===== src/rtl/led_pkg.sv =====
// led_pkg: shared sizes, off-levels and scan state for the LED matrix driver
package led_pkg;
  localparam int COLS = 4;
  localparam int ROWS = 8;
  localparam logic [ROWS-1:0] LED_OFF = 8'hFF;
  localparam logic [COLS-1:0] COL_OFF = 4'hF;
  typedef enum logic {BLANK, DRIVE} scan_state_e;
endpackage


===== src/rtl/led_matrix_scan_pwm_if.sv =====
// led_matrix_scan_pwm_if: column holding registers in, row/column drive out
//   leds1..4 (8) holding registers, 0 = lit; brightness (4) only with LED_SCAN_DIM_EN
//   leds (8) row drive, lcol (4) column select, frame_start (1) snapshot pulse
interface led_matrix_scan_pwm_if;
  import led_pkg::*;
  logic [ROWS-1:0] leds1, leds2, leds3, leds4;
`ifdef LED_SCAN_DIM_EN
  logic [3:0] brightness;
`endif
  logic [ROWS-1:0] leds;
  logic [COLS-1:0] lcol;
  logic frame_start;
  modport master (
`ifdef LED_SCAN_DIM_EN
    output brightness,
`endif
    output leds1, leds2, leds3, leds4,
    input leds, lcol, frame_start
  );
  modport slave (
`ifdef LED_SCAN_DIM_EN
    input brightness,
`endif
    input leds1, leds2, leds3, leds4,
    output leds, lcol, frame_start
  );
endinterface


===== src/rtl/led_pwm_slot.sv =====
// led_pwm_slot: splits the drive window into 16 slots of S clocks and enables rows in slots k < bright
//   clk12MHz, rst (async, active-high); state: current scan state; bright: latched duty
//   row_en: rows may be lit this cycle (meaningful only while state == DRIVE)
module led_pwm_slot
  import led_pkg::*;
#(
  parameter int S = 3
) (
  input  logic        clk12MHz,
  input  logic        rst,
  input  scan_state_e state,
  input  logic [3:0]  bright,
  output logic        row_en
);
  localparam int SW = S > 1 ? $clog2(S) : 1;
  logic [SW-1:0] sub;
  // remainder clocks after slot 15 push k past 15, never above 31, so they read as off
  logic [4:0] k;
  always_ff @(posedge clk12MHz or posedge rst)
    if (rst) begin
      sub <= '0;
      k <= '0;
    end else if (state == BLANK) begin
      sub <= '0;
      k <= '0;
    end else begin
      sub <= sub == SW'(S - 1) ? '0 : sub + SW'(1);
      k <= sub == SW'(S - 1) ? k + 5'd1 : k;
    end
  assign row_en = k < {1'b0, bright};
endmodule


===== src/rtl/led_matrix_scan_pwm.sv =====
// led_matrix_scan_pwm: frame-snapshotted 8x4 LED column scanner with blanking gaps
//   clk12MHz (12 MHz), rst (async, active-high), bus: led_matrix_scan_pwm_if.slave
//   Optional dimming enabled by defining LED_SCAN_DIM_EN (adds bus.brightness).
module led_matrix_scan_pwm
  import led_pkg::*;
#(
  parameter int COL_CYCLES   = 3000,
  parameter int BLANK_CYCLES = 24
) (
  input logic clk12MHz,
  input logic rst,
  led_matrix_scan_pwm_if.slave bus
);
  localparam int CW  = $clog2(COL_CYCLES);
  localparam int CLW = $clog2(COLS);
  if (COL_CYCLES < BLANK_CYCLES + 16) begin : g_bad_params
    $error("COL_CYCLES must be >= BLANK_CYCLES + 16");
  end
  scan_state_e state;
  logic [CW-1:0] cnt, cnt_nx;
  logic [CLW-1:0] col;
  logic [ROWS-1:0] shadow [COLS];
  logic [ROWS-1:0] leds_q;
  logic [COLS-1:0] lcol_q;
  logic fs_q, last, snap, row_en;
  assign last = cnt == CW'(COL_CYCLES - 1);
  assign cnt_nx = last ? '0 : cnt + CW'(1);
  assign snap = state == BLANK && col == '0 && cnt == '0;
`ifdef LED_SCAN_DIM_EN
  logic [3:0] bright_shadow;
  always_ff @(posedge clk12MHz or posedge rst)
    if (rst) bright_shadow <= '0;
    else if (snap) bright_shadow <= bus.brightness;
  led_pwm_slot #(.S((COL_CYCLES - BLANK_CYCLES) / 16)) u_pwm (
    .clk12MHz(clk12MHz),
    .rst(rst),
    .state(state),
    .bright(bright_shadow),
    .row_en(row_en)
  );
`else
  assign row_en = 1'b1;
`endif
  always_ff @(posedge clk12MHz or posedge rst)
    if (rst) begin
      state <= BLANK;
      cnt <= '0;
      col <= '0;
      shadow <= '{default: LED_OFF};
      leds_q <= LED_OFF;
      lcol_q <= COL_OFF;
      fs_q <= 1'b0;
    end else begin
      cnt <= cnt_nx;
      col <= last ? col + CLW'(1) : col;
      state <= cnt_nx < CW'(BLANK_CYCLES) ? BLANK : DRIVE;
      fs_q <= snap;
      if (snap) shadow <= '{bus.leds1, bus.leds2, bus.leds3, bus.leds4};
      lcol_q <= state == DRIVE ? ~(COLS'(1) << col) : COL_OFF;
      leds_q <= state == DRIVE && row_en ? shadow[col] : LED_OFF;
    end
  assign bus.leds = leds_q;
  assign bus.lcol = lcol_q;
  assign bus.frame_start = fs_q;
endmodule


===== src/flat_wrapper.sv =====
// flat-port wrapper written by rule: the top's interface ports become plain ports
module led_matrix_scan_pwm_flat import led_pkg::*;
#(
  parameter int COL_CYCLES   = 3000,
  parameter int BLANK_CYCLES = 24
)
  (clk12MHz, rst, bus_leds1, bus_leds2, bus_leds3, bus_leds4, bus_leds, bus_lcol, bus_frame_start);
  led_matrix_scan_pwm_if bus_i ();
  input logic clk12MHz;
  input logic rst;
  input wire logic [$bits(bus_i.leds1)-1:0] bus_leds1;
  input wire logic [$bits(bus_i.leds2)-1:0] bus_leds2;
  input wire logic [$bits(bus_i.leds3)-1:0] bus_leds3;
  input wire logic [$bits(bus_i.leds4)-1:0] bus_leds4;
  output wire logic [$bits(bus_i.leds)-1:0] bus_leds;
  output wire logic [$bits(bus_i.lcol)-1:0] bus_lcol;
  output wire logic [$bits(bus_i.frame_start)-1:0] bus_frame_start;
  assign bus_i.leds1 = bus_leds1;
  assign bus_i.leds2 = bus_leds2;
  assign bus_i.leds3 = bus_leds3;
  assign bus_i.leds4 = bus_leds4;
  assign bus_leds = bus_i.leds;
  assign bus_lcol = bus_i.lcol;
  assign bus_frame_start = bus_i.frame_start;
  led_matrix_scan_pwm #(.COL_CYCLES(COL_CYCLES), .BLANK_CYCLES(BLANK_CYCLES)) u_core (.clk12MHz(clk12MHz), .rst(rst), .bus(bus_i));
endmodule

===== config.mk =====
export PLATFORM = sky130hd
export DESIGN_NAME = led_matrix_scan_pwm_flat
export DESIGN_NICKNAME = d
export VERILOG_FILES = /design/src/rtl/led_pkg.sv /design/src/rtl/led_matrix_scan_pwm_if.sv /design/src/rtl/led_pwm_slot.sv /design/src/rtl/led_matrix_scan_pwm.sv /design/src/flat_wrapper.sv
export SDC_FILE = /design/constraint.sdc
export NUM_CORES = 1
export LEC_CHECK = 0
export ABC_AREA = 1
export BUFFER_PORTS_ARGS = -buffer_cell sky130_fd_sc_hd__buf_2
export CORE_MARGIN = 2
export CORE_UTILIZATION = 25
export DETAILED_ROUTE_END_ITERATION = 7
export GPL_ROUTABILITY_DRIVEN = 1
export PLACE_DENSITY = 0.48
export SYNTH_ARGS = -nofsm -noshare
export SYNTH_HDL_FRONTEND = slang
export SYNTH_SLANG_ARGS = --single-unit

===== constraint.sdc =====
create_clock -name clk12MHz -period 1.8 [get_ports clk12MHz]
set_input_delay 0.36 -clock clk12MHz [delete_from_list [all_inputs] [get_ports clk12MHz]]
set_output_delay 0.36 -clock clk12MHz [all_outputs]
set_load 0.05 [all_outputs]

==> results by group <==
STA
  – Final min period: 1614 ps
  – Hold Worst Slack: 66.05 ps
  – Fmax: 0.6197 GHz
  – TNS Setup: 0 ps
  – Worst slew margin: 75.04%
  – Period utilization: 89.65%
  – Worst Skew: 10.80 ps
  – Final setup fails: 0
  – Final hold vios: 0
  – Setup ws final: 186.3 ps
  – RSZ-0062 raised after global routing: false
  – Slew @ Worst Pin: 369.8 ps
  – Pins over their slew limit: 0

Worst setup path
  – Kind of critical path: register to register
  – Crit start category: register
  – Crit path DAT: 1880 ps
  – CP endpoint kind: register
  – Worst path required time: 2070 ps
  – Slowest CP cell: dfrtp_1
  – CP dominant cell by count: nand2_1
  – Critical-path cell list: inv_1, ha_1, nand2_1, nor4_4, buf_4, nand3_1, nand2_1
  – Crit path max fanout: 22
  – Worst path max stage delay: 390 ps

Synth
  – Synth warn: 0
  – Unique cell type count in the Yosys netlist: 20
  – Mapped Area: 2840 µm²
  – Syn avg cell area: 8.403 µm²
  – Register bit total from synthesis: 60
  – Post-synth ARST share: 100.0%
  – Ys flop type: dfstp_2
  – Mapped Cells: 338
  – EDFF count, synth: 0
  – Register area share after synthesis: 54.80%
  – Syn_nets: 378

Floorplanning
  – Die ar.: 12,230 µm²
  – Top Ports: 47
  – Total core area: 10,980 µm²
  – Initial Utilization: 25.86%
  – # rows: 38
  – Die Ht: 110.6 µm
  – Die W: 110.6 µm

Layout
  – Nets: 432
  – Final Non-Filler Cells: 537
  – N_diodes: 0
  – Share of layout cells above drive strength 1: 33.25%
  – P&R area growth vs syn: 27.58%

Global route
  – Global-route wire length before repair: 11.92 mm
  – Total track usage: 12.37%
  – Largest net degree at the start of global routing: 61
  – Initial antenna violation count: 0
  – Vias in the first global route: 2,356
  – Grt total ovfl: 0

Routing
  – Final wirelength: 7.185 mm
  – Vias: 2,378
  – WL/cell: 13.38 µm
  – 1st-pass router iterations: 4
  – Post-route DRC: 0
  – Antenna Nets Post-Route: 0
  – Initial detailed-routing violation count: 106
  – DR vias/cell: 4.428

CTS
  – PostCTS Resize Cnt: 0
  – H-tree depth: 3
  – Hold_buf cts: 0
  – CTS Buf Count: 9
  – TritonCTS clock tree: built
  – Clock Path Buffers: 2
  – Clock Latency Late Sink: 330 ps
  – Post-CTS Setup Bufs: 0
  – Clk slew on worst S/H paths: 60 ps
  – CTS root buf: clkbuf_16
  – Clock Sinks: 60

Status
  – Status: finished clean

Place
  – GP Congestion: 0.8620
  – Placed cells: 521
  – IO Port Bufs: 46
  – Dpl hpwl: 4.884 mm
  – Setup WS pre-CTS: 194.0 ps

Pwr
  – IR drop worst, VDD: 0.2975 mV
  – LEAKAGE: 1.800 nW
  – Power per cell area: 959.6 nW/µm²

Flow run
  – Max-cap violations: 0

Min path
  – HP Class: primary input to asynchronous set/reset pin
[cell usage in the layout, fill, tap and decap left out]
cell and count:
a21oi_1 1, buf_12 2, buf_2 46, buf_4 10, bufinv_16 2, clkbuf_16 9, clkinv_1 3, clkinv_2 1
clkinv_4 2, dfrtp_1 16, dfstp_2 44, ha_1 6, inv_1 19, inv_2 7, inv_4 1, inv_6 1
nand2_1 107, nand2_2 1, nand3_1 45, nand3_4 1, nand4_1 2, nor2_1 47, nor2_2 2, nor2_4 1
nor4_4 2, o21ai_0 10, o311ai_0 8, xor2_1 1
[power by group]
group,internal (mW),switching (mW),leakage (nW)
clock network,1.22,0.647,0.160
registers,1.43,0.0216,0.666
logic,0.0555,0.102,0.974
[Yosys cell counts, drive strengths merged, types with 2 or more instances]
cell type	n	area [µm²]
nand2	108	405.4
nor2	50	192.7
nand3	46	235.2
dfstp	44	1156
inv	26	97.59
dfrtp	16	400.4
buf	12	66.31
o21ai	10	50.05
o311ai	8	70.07
ha	6	75.07
clkbuf	3	11.26
clkinv	3	11.26
nand4	2	12.51
nor4	2	42.54
[state kept, by name (all words and copies together) (netlist names)]
| register | cells |
|---|---|
| u_core.shadow | 32 |
| u_core.cnt | 12 |
| u_core.bus.leds | 8 |
| u_core.bus.lcol | 4 |
| u_core.col | 2 |
| u_core.bus.frame_start | 1 |
| u_core.state | 1 |
[area by class of cell]
| class | count | area [µm²] |
|---|---|---|
| Clock inverter | 7 | 97.59 |
| Tap cell | 140 | 175.2 |
| Clock buffer | 9 | 225.2 |
| Inverter | 29 | 108.9 |
| Timing Repair Buffer | 58 | 345.3 |
| Multi-Input combinational cell | 234 | 1115 |
| Fill cell | 1138 | 7360 |
| Sequential cell | 60 | 1556 |
[path summary, 6_finish.rpt]
kind	from	endpoint	slack (ps)	cells past startpoint
setup / recovery	u_core.cnt[0]	u_core.shadow[8]	190	7
hold reg to reg	u_core.shadow[14]	u_core.shadow[14]	460	2
max in group asynchronous	rst	u_core.shadow[13]	1380	3
min in group clk12MHz	bus_leds2[3]	u_core.shadow[19]	240	3
hold / removal	rst	u_core.cnt[6]	70	3
setup reg to reg	u_core.cnt[0]	u_core.shadow[8]	190	7
[logic make-up (layout without fill, tap and decap cells)]
kind of cell             after synthesis  after routing  share of synthesized area [%]
flip-flops                            60             60                          54.80
adder cells (fa/ha/maj)                6              6                          2.643
XOR/XNOR                               1              1                         0.3084
AND/OR/NAND/NOR                      208            208                          31.28
AO/OA/AOI/OAI                         19             19                          4.405
buffers and inverters                 44            103                          6.564
[worst max-delay path: cells and delay by family, from the launching register on]
kind	cells	cell delay (ps)
fa+ha+maj	1	160
simple gates	4	580
buf+inv	2	440
flops	1	390
[metal layers]
metal  up-vias  global-route usage (%)  wire [µm]
li1       1180                       -          -
met1      1125                   15.42       3223
met2        64                   20.45       3510
met3         9                   3.293        341
met4         0                   4.750        108
met5         -                       0          0
[stage by stage]
step	power [mW]	util [%]	area, µm²
after floorplan	1.559	-	2845
after global placement	1.635	29.92	3286
after detailed placement	1.638	29.92	3286
after CTS	3.523	32.85	3608
after global routing	3.612	32.99	3623
final	3.477	32.99	3623
(Power assumes the default switching activity.)
